[src/rtl/spi_slave_if.sv]
// rtl/spi_slave_if.sv - SPI mode-0 slave endpoint: oversampled pins, 1-entry tx staging, MSB-first rx deserialiser
module spi_slave_if #(
  parameter int                DATA_W     = 8,
  parameter logic [DATA_W-1:0] DEFAULT_TX = '0
) (
  input  logic              clk,
  input  logic              rst,
  input  logic              sclk,
  input  logic              ss,
  input  logic              mosi,
  output logic              miso,
  input  logic [DATA_W-1:0] tx_data,
  input  logic              tx_valid,
  output logic              tx_ready,
  output logic [DATA_W-1:0] rx_data,
  output logic              rx_valid,
  output logic              tx_underrun,
  output logic              frame_abort,
  output logic              busy
);

  localparam int CNT_W = (DATA_W > 1) ? $clog2(DATA_W) : 1;
  localparam logic [CNT_W-1:0] LAST_BIT = CNT_W'(DATA_W - 1);

  typedef enum logic {IDLE, ACTIVE} state_t;

  state_t state, state_n;

  logic sclk_m, sclk_s, sclk_d;
  logic ss_m, ss_s, ss_d;
  logic mosi_m, mosi_s;

  logic [DATA_W-1:0] stage_q;
  logic              staged;
  logic [DATA_W-1:0] tx_shift;
  logic [DATA_W-2:0] rx_shift;
  logic [DATA_W-1:0] rx_word;
  logic [CNT_W-1:0]  bit_cnt;
  logic              word_done;

  logic sclk_rise, sclk_fall, ss_rise, ss_fall;
  logic active, shift_rise, shift_fall, load, accept;

  // Synchronisers are left free-running through reset so a held-low ss
  // never looks like a fresh falling edge once reset is released.
  always_ff @(posedge clk) begin
    sclk_m <= sclk;
    sclk_s <= sclk_m;
    sclk_d <= sclk_s;
    ss_m   <= ss;
    ss_s   <= ss_m;
    ss_d   <= ss_s;
    mosi_m <= mosi;
    mosi_s <= mosi_m;
  end

  assign sclk_rise = sclk_s & ~sclk_d;
  assign sclk_fall = ~sclk_s & sclk_d;
  assign ss_fall   = ~ss_s & ss_d;
  assign ss_rise   = ss_s & ~ss_d;

  assign active     = (state == ACTIVE);
  // An ss rising edge takes priority over any coincident sclk edge.
  assign shift_rise = active & ~ss_rise & sclk_rise;
  assign shift_fall = active & ~ss_rise & sclk_fall;
  assign load       = (~active & ss_fall) | (shift_fall & (bit_cnt == '0) & word_done);
  assign accept     = tx_valid & ~staged;
  assign rx_word    = {rx_shift, mosi_s};

  always_ff @(posedge clk) begin
    if (rst) state <= IDLE;
    else     state <= state_n;
  end

  always_comb begin
    state_n = state;
    unique case (state)
      IDLE:    if (ss_fall) state_n = ACTIVE;
      ACTIVE:  if (ss_rise) state_n = IDLE;
      default: state_n = IDLE;
    endcase
  end

  always_comb begin
    busy     = active;
    miso     = active & tx_shift[DATA_W-1];
    tx_ready = ~staged;
  end

  always_ff @(posedge clk) begin
    if (rst) begin
      stage_q     <= '0;
      staged      <= 1'b0;
      tx_shift    <= '0;
      rx_shift    <= '0;
      rx_data     <= '0;
      rx_valid    <= 1'b0;
      tx_underrun <= 1'b0;
      frame_abort <= 1'b0;
      bit_cnt     <= '0;
      word_done   <= 1'b0;
    end else begin
      rx_valid    <= 1'b0;
      tx_underrun <= 1'b0;
      frame_abort <= 1'b0;

      // A byte accepted in the same cycle as a load waits for the next word.
      if (load) begin
        if (staged) begin
          tx_shift <= stage_q;
        end else begin
          tx_shift    <= DEFAULT_TX;
          tx_underrun <= 1'b1;
        end
      end else if (shift_fall) begin
        tx_shift <= {tx_shift[DATA_W-2:0], 1'b0};
      end

      if (accept) begin
        stage_q <= tx_data;
        staged  <= 1'b1;
      end else if (load) begin
        staged <= 1'b0;
      end

      if (~active && ss_fall) begin
        bit_cnt   <= '0;
        word_done <= 1'b0;
      end else if (active && ss_rise) begin
        frame_abort <= (bit_cnt != '0);
        bit_cnt     <= '0;
        word_done   <= 1'b0;
      end else if (shift_rise) begin
        rx_shift <= rx_word[DATA_W-2:0];
        if (bit_cnt == LAST_BIT) begin
          rx_data   <= rx_word;
          rx_valid  <= 1'b1;
          bit_cnt   <= '0;
          word_done <= 1'b1;
        end else begin
          bit_cnt <= bit_cnt + 1'b1;
        end
      end
    end
  end

endmodule

[config.mk]
export PLATFORM = sky130hd
export DESIGN_NAME = spi_slave_if
export DESIGN_NICKNAME = d
export VERILOG_FILES = /design/src/rtl/spi_slave_if.sv
export SDC_FILE = /design/constraint.sdc
export NUM_CORES = 1
export LEC_CHECK = 0
export CORE_ASPECT_RATIO = 0.7
export CORE_MARGIN = 2
export CORE_UTILIZATION = 42
export CTS_CLUSTER_DIAMETER = 50
export DETAILED_ROUTE_END_ITERATION = 8
export PLACE_DENSITY = 0.67
export SETUP_SLACK_MARGIN = 0.05
export SLEW_MARGIN = 30
export SYNTH_ARGS = -nofsm -noshare
export SYNTH_HDL_FRONTEND = slang
export SYNTH_SLANG_ARGS = --single-unit
[constraint.sdc]
create_clock -name clk -period 1.57 [get_ports clk]
set_clock_uncertainty 0.2 [all_clocks]
set_input_delay 0.314 -clock clk [delete_from_list [all_inputs] [get_ports clk]]
set_output_delay 0.314 -clock clk [all_outputs]
set_load 0.01 [all_outputs]
Word-level counts from Yosys, hierarchy flattened
Cells that the tools add are included.
{ "totals": {"ff_bits": 48, "inputBits": 14, "wordCells": 69} }
{ "classes": {"add_sub_neg": 1, "n_eq_ne": 1, "n_mux": 11, "bitwise_logic": 24, "reduce_logical": 13} }
{ "op_table": {"columns": ["op", "count"], "rows": [
  ["$mux 8", 3],
  ["$and 1x1->1", 12],
  ["$not 1->1", 11],
  ["$mux 1", 6],
  ["$reduce_or 3->1", 2],
  ["$reduce_and 4->1", 1],
  ["$reduce_bool 2->1", 2],
  ["$reduce_or 4->1", 1],
  ["$add 3x1->3 const B", 1],
  ["$eq 3x3->1 const B", 1],
  ["$logic_not 3->1", 1],
  ["$mux 3", 1],
  ["$reduce_and 3->1", 1],
  ["$reduce_bool 3->1", 1],
  ["$logic_and 1x1->1", 2],
  ["$pmux 1 s2", 1],
  ["$reduce_and 2->1", 1],
  ["$reduce_or 2->1", 1],
  ["$or 1x1->1", 1]
]} }

Depth between registers and ports, before layout
Gate-level depths: netlist of run 1.
{ "logic_depth": {"word_depth": 10, "mapped_depth": 6, "depth_no_buf": 6} }

Worst setup path before layout of run 1
OpenSTA, ideal clock, no wires.
{ "synth_timing": {"path_type": "register to register", "start": "register state, in the netlist busy", "end": "register tx_shift[2]", "setup_ps": 122, "arrival_ps": 1451, "required_ps": 1248, "setup_slack_ps": -203, "path_stages_with_launch": 5, "n_path_buf": 1, "period_less_slack_ps": 1773, "path_cell_list": "dfxtp_1 > or3b_4 > o211a_2 > buf_2 > a221o_1"} }
{ "synth_via": {"elab_chain_len": 6} }
{ "synth_lines": {"columns": ["item", "line", "source"], "rows": [
  ["from (decl)", "27", "state_t state, state_n;"],
  ["from (signal assigned)", "72", "else state <= state_n;"],
  ["$and 1x1->1 (2 in a row)", "65", "assign shift_fall = active & ~ss_rise & sclk_fall;"],
  ["$and 1x1->1 (2 in a row)", "66", "assign load = (~active & ss_fall) | (shift_fall & (bit_cnt == '0) & word_done);"],
  ["$or 1x1->1", "66", null],
  ["$mux 8 / $reduce_bool 2->1 (equally long branches)", null, null],
  ["to (signal assigned)", "110", "tx_shift <= stage_q;"],
  ["to (signal assigned)", "116", "tx_shift <= {tx_shift[DATA_W-2:0], 1'b0};"],
  ["to (decl)", "35", "logic [DATA_W-1:0] tx_shift;"]
]} }
Several ways; a longest one is shown, not always the timed one.
A chain may end at the register's enable or synchronous reset.

Final worst setup path of run 1
{ "layout_timing": {"start": "register bit_cnt[1]", "end": "register tx_shift[3]"} }
{ "layout_via": {"elab_chain_len": 5} }
{ "layout_lines": {"columns": ["item", "line", "source"], "rows": [
  ["from (decl)", "38", "logic [CNT_W-1:0] bit_cnt;"],
  ["from (signal assigned)", "141", "bit_cnt <= bit_cnt + 1'b1;"],
  ["$logic_not 3->1 *", "66", null],
  ["$and 1x1->1 * (2 in a row)", "66", null],
  ["$or 1x1->1 *", "66", null],
  ["$mux 8 / $reduce_bool 2->1 (equally long branches)", null, null]
]} }
Mark *: on every way between the ends. The rest lies on a longest branch, timed or not.

==> results.sh, run 1 <==
export IMPL_arrival_ns=1.86
export IMPL_synth_largest_area_cell="dfxtp_1"
export IMPL_dr_pass1_iters=4
export IMPL_fmax_mhz=555
export IMPL_syn_to_final_growth_pct=57.0
export IMPL_drive_above_1_share_pct=37.7
export IMPL_slew_headroom_pct=79.8
export IMPL_worstPathRequired_ns=1.63
export IMPL_syn_cell_area_um2=1820
export IMPL_crit_type="reg -> reg"
export IMPL_p_total_mw=2.59
export IMPL_p_leak_nw=1.10
export IMPL_synthArstFlopShare_pct=0
export IMPL_status="finished with violations"
export IMPL_dpl_hpwl_um=2780
export IMPL_finalWorstSetupSlack_ns=-0.233
export IMPL_power_frac_seq_pct=49.1
export IMPL_power_density_nw_per_um2=907
export IMPL_critPathBufInv=1
export IMPL_sw_frac_of_total_pct=21.8
export IMPL_power_share_combinational_pct=9.4
export IMPL_dieArea_um2=4870
export IMPL_start_kind="flip-flop"
export IMPL_htree_levels=2
export IMPL_nets=268
export IMPL_core_um2=4040
export IMPL_clkPwrFrac_pct=41.5
export IMPL_grt_ovfl_total=0
export IMPL_antenna_found_initial=0
export IMPL_wl_per_cell_um=16.2
export IMPL_synth_cell_types=34
export IMPL_cp_top_family="compound AO/OA/AOI/OAI gates"
export IMPL_finalCriticalPeriod_ns=1.80
export IMPL_netlist_area_leader_share_pct=52.9
export IMPL_intPower_mw=2.02
export IMPL_ys_flop_type="dfxtp_1"
export IMPL_synth_edf_count=0
export IMPL_numCtsBuffers=5
export IMPL_rsz0062_at_grt="true"
export IMPL_grt_pass1_wl_um=7360
export IMPL_reg2reg_from="bit_cnt[1]"
export IMPL_ys_top_cells_by_area="dfxtp_1, a21oi_1, nand2_1"
export IMPL_cts_root_buf="clkbuf_8"
export IMPL_grt_usage_pct=20.5
export IMPL_cpMaxStageDelayCell="nor3b_4"
export IMPL_path_max_fanout=6
export IMPL_synth_seq_cells=48
export IMPL_cts_sinks=48
export IMPL_postRouteAntennaNets=0
export IMPL_clk_latency_ns=0.31
export IMPL_period_share_pct=115
export IMPL_hold_class="reg -> reg"
export IMPL_setup_violations=27
export IMPL_grt_pass1_vias=1553
export IMPL_worstPathCellList="inv_2, ha_4, nand3b_1, o31ai_4, nor3b_4, a221o_1"
export IMPL_die_h_um=59.0
export IMPL_grt_max_degree=18
export IMPL_start_util_pct=44.9
export IMPL_path_clk_slew_ns=0.10
export IMPL_slowest_delay_ns=0.36
export IMPL_tightest_slew_ns=0.302
export IMPL_place_congestion=0.748
export IMPL_yosys_warnings=0
export IMPL_avgSynthCellArea_um2=9.71
export IMPL_syn_nets=204
export IMPL_ioPinCount=28
export IMPL_slew_violations=0
export IMPL_hold_ws_ns=0.130
export IMPL_failed_checks="negative setup slack"
export IMPL_synth_seq_area_share_pct=52.9
export IMPL_hold_viol_final=0
export IMPL_cts_tree="yes"
export IMPL_antenna_cells=0
export IMPL_cts_hold_buf=0
export IMPL_drt_initial_drc_count=90
export IMPL_end_kind="flip-flop"
export IMPL_via_per_inst=5.26
export IMPL_finalSetupTns_ns=-2.70
export IMPL_rows=19
export IMPL_worstHoldStart="sclk_m"
export IMPL_vdd_drop_max_mv=0.525
export IMPL_die_w_um=82.6
export IMPL_place_ws_ns=-0.218
export IMPL_p_sw_mw=0.563
export IMPL_vias=1598
export IMPL_wl_um=4910
export IMPL_maxCapViolCount=0
export IMPL_clk_path_buf_depth=2
export IMPL_crit_start="bit_cnt[1]"
export IMPL_drc=0
export IMPL_port_buffers=27
export IMPL_synthCells=187
## final cells by class
type	instances	area, um^2
Clock buffer	5	68.8
Clock inverter	3	68.8
Fill cell	280	1190
Inverter	5	18.8
Multi-Input combinational cell	126	1010
Sequential cell	48	970
Tap cell	52	65.1
Timing Repair Buffer	65	651
## through the flow
stage / util (%) / cells / area, um^2
after floorplan: - / 187 / 1850
after global placement: 57.2 / 280 / 2310
after detailed placement: 57.2 / 280 / 2310
after CTS: 67.1 / 303 / 2710
after global routing: 70.5 / 304 / 2850
final: 70.5 / 304 / 2850
## state kept, by name, indices dropped and copies added, names as in the netlist
signal	cells
bit_cnt	3
busy	1
frame_abort	1
mosi_m	1
mosi_s	1
rx_data	8
rx_shift	7
rx_valid	1
sclk_d	1
sclk_m	1
sclk_s	1
ss_d	1
ss_m	1
ss_s	1
stage_q	8
staged	1
tx_shift	8
tx_underrun	1
word_done	1
## path summary, 6_finish.rpt
kind                                    end  slack [ns]  cells past startpoint
worst max-delay path            tx_shift[3]       -0.23                      6
worst min-delay path                 sclk_s        0.13                      0
worst max register to register  tx_shift[3]       -0.23                      6
worst min register to register       sclk_s        0.13                      0
## power groups by stage
stage | registers (mW) | clock network, mW | logic (mW)
6_report | 1.27 | 1.07 | 0.244
5_1_grt | 1.27 | 1.14 | 0.262
3_3_place_gp | 1.30 | 0 | 0.192
4_1_cts | 1.27 | 1.09 | 0.232
3_5_place_dp | 1.30 | 0 | 0.197
2_1_floorplan | 1.29 | 0 | 0.0978
## cells in the mapped netlist, types with 2 or more instances
cell type / number
dfxtp_1: 48
nand2_1: 27
a21oi_1: 23
nor2_1: 15
mux2i_1: 9
nand3_1: 9
nor2b_1: 6
inv_1: 5
a221o_1: 4
clkbuf_1: 4
nor3b_1: 4
a32oi_1: 3
ha_1: 3
and2_1: 2
buf_2: 2
buf_4: 2
nand3b_1: 2
nor4b_1: 2
o2bb2ai_1: 2
## kinds of logic (layout without fill, tap and decap cells)
| group | after synthesis | count (layout) | synth area share [%] |
|---|---|---|---|
| buf+inv | 14 | 78 | 3.45 |
| flops | 48 | 48 | 52.9 |
| compound gates | 37 | 37 | 13.8 |
| fa+ha+maj | 3 | 3 | 2.07 |
| simple gates | 76 | 77 | 22.8 |
| mux | 9 | 9 | 4.96 |
## layer usage
metal  vias to the layer above  global-route usage, %  routed length (um)
met2                        42                   33.1                2360
met4                         0                   11.2                  95
met3                        13                   4.27                 183
li1                        779                      -                   -
met5                         -                      0                   0
met1                       764                   26.0                2280
## placed cells by master, fill, tap and decap left out, types with 7 or more instances in the layout
master / count
buf_6: 9
dlygate4sd2_1: 11
nor2_1: 12
buf_4: 25
a21oi_2: 7
mux2i_1: 7
dfxtp_1: 43
clkdlybuf4s50_1: 12
a21oi_1: 15
nand2_1: 25
## timing repair
action / 4_1_cts / 5_1_grt
endpoints found under the hold margin: 0 / 0
setup buffers: 12 / 4
pin swaps: 18 / 28
resized for setup: 48 / 35
cloned: 3 / 2
endpoints found under the setup margin: 42 / 32
Note: power is estimated with default switching activity, not from simulation.
==> inputs of run 2 (changes only) <==
--- a/config.mk
+++ b/config.mk
@@ -10,9 +10,12 @@
 export CORE_UTILIZATION = 42
 export CTS_CLUSTER_DIAMETER = 50
 export DETAILED_ROUTE_END_ITERATION = 8
+export MAX_ROUTING_LAYER = met4
 export PLACE_DENSITY = 0.67
+export RECOVER_POWER = 25
 export SETUP_SLACK_MARGIN = 0.05
 export SLEW_MARGIN = 30
 export SYNTH_ARGS = -nofsm -noshare
 export SYNTH_HDL_FRONTEND = slang
 export SYNTH_SLANG_ARGS = --single-unit
+export TNS_END_PERCENT = 50
==> run 2 against run 1 <==
  * Utilization decreased by 7.1 points
  * Die area is the same
  * Final cell count decreased by 3.3%
  * Non-clock buffer count fell by 9
  * Wire length is 13% lower
  * Highest routed layer unchanged
  * The flow still finishes with violations (negative setup slack)
  * Sequential cell count unchanged
  * Via count fell by 4.4%
  * Sequential share of layout area rose by 3.8 points
  * Maximum frequency rose by 2.2%
==> results.sh, run 2 (same netlist as run 1, synthesis figures left out) <==
export IMPL_status="finished with violations"
export IMPL_failed_checks="negative setup slack"
export IMPL_crit_type="reg -> reg"
export IMPL_final_common_cell="dfxtp_1"
export IMPL_cts_sinks=48
export IMPL_vdd_drop_max_mv=0.622
export IMPL_numCtsBuffers=5
export IMPL_grt_pass1_vias=1450
export IMPL_instances_no_fill=294
export IMPL_clk_latency_ns=0.31
export IMPL_drt_initial_drc_count=38
export IMPL_port_buffers=27
export IMPL_power_frac_seq_pct=56.3
export IMPL_hold_class="reg -> reg"
export IMPL_dieArea_um2=4870
export IMPL_setup_violations=12
export IMPL_syn_to_final_growth_pct=41.1
export IMPL_cts_tree="yes"
export IMPL_grt_ovfl_total=0
export IMPL_wl_um=4290
export IMPL_tightest_slew_ns=0.351
export IMPL_die_h_um=59.0
export IMPL_power_density_nw_per_um2=878
export IMPL_clk_path_buf_depth=2
export IMPL_p_sw_mw=0.535
export IMPL_maxCapViolCount=0
export IMPL_finalCriticalPeriod_ns=1.76
export IMPL_htree_levels=2
export IMPL_antenna_cells=0
export IMPL_fmax_mhz=567
export IMPL_reg_top3="rx_data: 8 flops, stage_q: 8 flops, tx_shift: 8 flops"
export IMPL_finalWorstSetupSlack_ns=-0.194
export IMPL_nets=258
export IMPL_arrival_ns=1.80
export IMPL_sw_frac_of_total_pct=23.8
export IMPL_utilization_pct=63.4
export IMPL_final_cell_mix="dfxtp_1, nand2_1, buf_4"
export IMPL_grt_pass1_wl_um=6640
export IMPL_drive_above_1_share_pct=26.9
export IMPL_place_inst=280
export IMPL_dr_pass1_iters=4
export IMPL_rsz0062_at_grt="true"
export IMPL_start_kind="flip-flop"
export IMPL_core_um2=4040
export IMPL_period_share_pct=112
export IMPL_grt_usage_pct=19.0
export IMPL_via_per_inst=5.20
export IMPL_slew_violations=0
export IMPL_rrSetupSlack_ns=-0.19
export IMPL_slew_headroom_pct=76.6
export IMPL_vias=1528
export IMPL_worstPathRequired_ns=1.61
export IMPL_clkPwrFrac_pct=34.2
export IMPL_cts_hold_buf=0
export IMPL_place_congestion=0.763
export IMPL_postRouteAntennaNets=0
export IMPL_p_leak_nw=1.02
export IMPL_path_clk_slew_ns=0.09
export IMPL_intPower_mw=1.72
export IMPL_path_max_fanout=6
export IMPL_power_share_combinational_pct=9.4
export IMPL_rows=19
export IMPL_drc=0
export IMPL_grt_max_degree=19
export IMPL_die_w_um=82.6
export IMPL_hold_viol_final=0
export IMPL_wl_per_cell_um=14.6
export IMPL_antenna_found_initial=0
export IMPL_ioPinCount=28
export IMPL_dpl_hpwl_um=2810
export IMPL_start_util_pct=44.9
export IMPL_end_kind="flip-flop"
export IMPL_cts_root_buf="clkbuf_8"
[run 2: metrics by stage]
step	power [mW]	TNS (ns)	cell area [um^2]	setup slack (ns)	hold WS, ns
6_report	2.25	-1.19	2560	-0.194	0.133
5_1_grt	2.35	-2.54	2560	-0.285	0.146
3_5_place_dp	1.50	-6.60	2330	-0.325	0.115
2_1_floorplan	1.39	-0.729	1850	-0.129	0.110
3_3_place_gp	1.48	-5.44	2330	-0.288	0.114
4_1_cts	2.26	-1.14	2450	-0.194	0.136
[run 2: final timing paths]
| kind | from | to | depth (start not counted) |
|---|---|---|---|
| worst max-delay path | bit_cnt[0] | tx_shift[5] | 6 |
| worst min-delay path | mosi_m | mosi_s | 0 |
| worst max register to register | bit_cnt[0] | tx_shift[5] | 6 |
| worst min register to register | mosi_m | mosi_s | 0 |
[run 2: final cells by class]
type / instances / area, um^2
repair buffers: 56 / 537
multi-input cells: 125 / 876
clock buffers: 6 / 82.6
inverters: 5 / 18.8
clock inverters: 2 / 13.8
fillers: 346 / 1480
well taps: 52 / 65.1
flip-flops and latches: 48 / 970
[run 2: worst max-delay path, stage by stage (launching register included)]
cell      delay, ns
dfxtp_2        0.33
inv_2          0.07
ha_4           0.13
nand3b_1       0.14
o31ai_4        0.26
nor3b_4        0.36
a221o_1        0.21
[run 2: repair_timing]
item,CTS,global route
pin swaps,6,5
endpoints found under the hold margin,0,0
endpoints found under the setup margin,39,30
gates resized for setup,29,13
setup buffers,2,1
cloned,0,3
[run 2: power by group through the flow]
| stage | Sequential, mW | Clock [mW] | Combinational [mW] |
|---|---|---|---|
| global placement | 1.30 | 0 | 0.189 |
| global route | 1.27 | 0.849 | 0.230 |
| floorplan | 1.29 | 0 | 0.0973 |
| detailed placement | 1.30 | 0 | 0.198 |
| CTS | 1.27 | 0.789 | 0.203 |
| finish | 1.27 | 0.771 | 0.212 |
[run 2: routing by layer]
layer  part of all wire (%)  GRT usage, %
met4                    2.1          8.90
met3                    5.7          6.10
met5                      0             -
met2                     48          29.3
met1                     45          22.8
==> inputs of run 3 (changes only) <==
--- a/config.mk
+++ b/config.mk
@@ -8,11 +8,12 @@
 export CORE_ASPECT_RATIO = 0.7
 export CORE_MARGIN = 2
 export CORE_UTILIZATION = 42
-export CTS_CLUSTER_DIAMETER = 50
+export CTS_CLUSTER_DIAMETER = 100
 export DETAILED_ROUTE_END_ITERATION = 8
 export MAX_ROUTING_LAYER = met4
 export PLACE_DENSITY = 0.67
 export RECOVER_POWER = 25
+export REMOVE_ABC_BUFFERS = 1
 export SETUP_SLACK_MARGIN = 0.05
 export SLEW_MARGIN = 30
 export SYNTH_ARGS = -nofsm -noshare
==> run 3 against run 2 <==
  * Combinational power rose by 3%
  * Utilization rose by 0.65 points
  * Design area rose by 1.0%
  * Highest routed layer unchanged
  * Maximum frequency fell by 0.52%
  * Critical path type unchanged
  * The flow still finishes with violations (negative setup slack)
  * Die area did not move
  * Worst hold slack improved by 0.0016 ns
  * First-iteration DRC count rose by 74%
  * Sequential cell count did not move
  * Sequential share of layout area fell by 0.43 points
==> results.sh, run 3 (same netlist as run 1, synthesis figures left out) <==
export IMPL_hold_class="reg -> reg"
export IMPL_arrival_ns=1.76
export IMPL_start_kind="flip-flop"
export IMPL_clk_path_buf_depth=2
export IMPL_wl_um=4180
export IMPL_met2_usage_pct=29.3
export IMPL_cts_sinks=48
export IMPL_failed_checks="negative setup slack"
export IMPL_power_density_nw_per_um2=920
export IMPL_hold_ws_ns=0.134
export IMPL_hold_viol_final=0
export IMPL_nFillCells=320
export IMPL_grt_usage_pct=19.1
export IMPL_crit_start="bit_cnt[0]"
export IMPL_vias=1506
export IMPL_ioPinCount=28
export IMPL_slowest_delay_ns=0.33
export IMPL_place_congestion=0.772
export IMPL_clk_latency_ns=0.30
export IMPL_power_frac_seq_pct=53.2
export IMPL_period_share_pct=113
export IMPL_drt_initial_drc_count=66
export IMPL_reg_top3="rx_data: 8 flops, stage_q: 8 flops, tx_shift: 8 flops"
export IMPL_worstPathRequired_ns=1.56
export IMPL_clkPwrFrac_pct=37.7
export IMPL_grt_use_met1_pct=24.2
export IMPL_finalCriticalPeriod_ns=1.77
export IMPL_setup_violations=12
export IMPL_dieArea_um2=4870
export IMPL_numCtsBuffers=5
export IMPL_final_common_cell="dfxtp_1"
export IMPL_start_util_pct=44.9
export IMPL_grt_most_used_layer="met2"
export IMPL_p_leak_nw=1.05
export IMPL_vdd_drop_max_mv=0.554
export IMPL_path_clk_slew_ns=0.09
export IMPL_cpMaxStageDelayCell="dfxtp_2"
export IMPL_die_h_um=59.0
export IMPL_grt_pass1_wl_um=6740
export IMPL_antenna_found_initial=0
export IMPL_worstHoldStart="mosi_m"
export IMPL_core_um2=4040
export IMPL_via_per_inst=5.11
export IMPL_path_max_fanout=2
export IMPL_seqCellArea_um2=968
export IMPL_dr_pass1_iters=4
export IMPL_end_kind="flip-flop"
export IMPL_crit_type="reg -> reg"
export IMPL_slew_headroom_pct=77.2
export IMPL_slew_violations=0
export IMPL_p_sw_mw=0.547
export IMPL_rsz0062_at_grt="true"
export IMPL_multi_input_area_um2=878
export IMPL_drive_above_1_share_pct=28.4
export IMPL_reg2reg_from="bit_cnt[0]"
export IMPL_cts_tree="yes"
export IMPL_grt_pass1_vias=1492
export IMPL_worstPathCellList="inv_2, ha_4, nand3b_1, buf_4, or2_2, a32oi_1, o2bb2ai_2"
export IMPL_intPower_mw=1.83
export IMPL_finalWorstSetupSlack_ns=-0.203
export IMPL_die_w_um=82.6
export IMPL_wl_per_cell_um=14.2
export IMPL_nets=259
export IMPL_sw_frac_of_total_pct=23.0
export IMPL_cts_root_buf="clkbuf_8"
export IMPL_syn_to_final_growth_pct=42.6
export IMPL_tightest_slew_ns=0.342
export IMPL_grt_ovfl_total=0
export IMPL_port_buffers=27
export IMPL_status="finished with violations"
export IMPL_finalSetupTns_ns=-1.35
export IMPL_fmax_mhz=564
export IMPL_rows=19
export IMPL_power_share_combinational_pct=9.1
export IMPL_maxCapViolCount=0
export IMPL_dpl_hpwl_um=2760
export IMPL_grt_max_degree=26
export IMPL_antenna_cells=0
export IMPL_final_cell_mix="dfxtp_1, nand2_1, a21oi_1"
export IMPL_postRouteAntennaNets=0
export IMPL_global_route_usage_met3_pct=5.34
export IMPL_drc=0
export IMPL_htree_levels=2
run 3: area by class of cell:
type                            count  share of cell area [%]
Inverter                            5                   0.725
Clock buffer                        5                    2.66
Tap cell                           52                    2.51
Sequential cell                    48                    37.4
Timing Repair Buffer               57                    21.1
Clock inverter                      3                    1.64
Multi-Input combinational cell    125                    33.9
run 3: what timing repair did:
item | in CTS | in global routing
pin swaps | 0 | 4
hold buffers | 0 | 0
endpoints found under the setup margin | 44 | 31
setup buffers | 6 | 0
resized for setup | 39 | 10
cloned | 0 | 2
run 3: path summary, 6_finish.rpt:
| path | cells after the start | end | slack, ns |
|---|---|---|---|
| hold / removal | 0 | mosi_s | 0.13 |
| hold reg to reg | 0 | mosi_s | 0.13 |
| setup reg to reg | 7 | tx_shift[6] | -0.20 |
| setup / recovery | 7 | tx_shift[6] | -0.20 |
run 3: through the flow:
step                util (%)  area (um^2)  total power [mW]  setup WS, ns  instances
floorplan                  -         1770              1.37        -0.308        178
global placement        56.5         2280              1.48        -0.234        279
detailed placement      56.5         2280              1.49        -0.268        279
CTS                     62.3         2520              2.38        -0.228        293
global route            64.1         2590              2.47        -0.319        295
finish                  64.1         2590              2.38        -0.203        295
run 3: metal layers:
metal | up-vias | wire length (um)
li1 | 754 | -
met1 | 715 | 2020
met2 | 30 | 1940
met3 | 7 | 172
met5 | - | 0
met4 | 0 | 51
run 3: critical path, delay by kind of cell, from the launching register on:
kind                       cells  cell delay [ns]
and+or+nand+nor                2             0.41
AOI/OAI and AO/OA              2             0.36
buffers and inverters          2             0.23
DFF                            1             0.33
adders and majority gates      1             0.13
run 3: power groups by stage:
stage	clock (mW)	combinational, mW	sequential, mW
after floorplan	0	0.0749	1.29
after global routing	0.965	0.237	1.27
after global placement	0	0.186	1.29
after detailed placement	0	0.190	1.29
after CTS	0.906	0.208	1.27
final	0.897	0.218	1.27
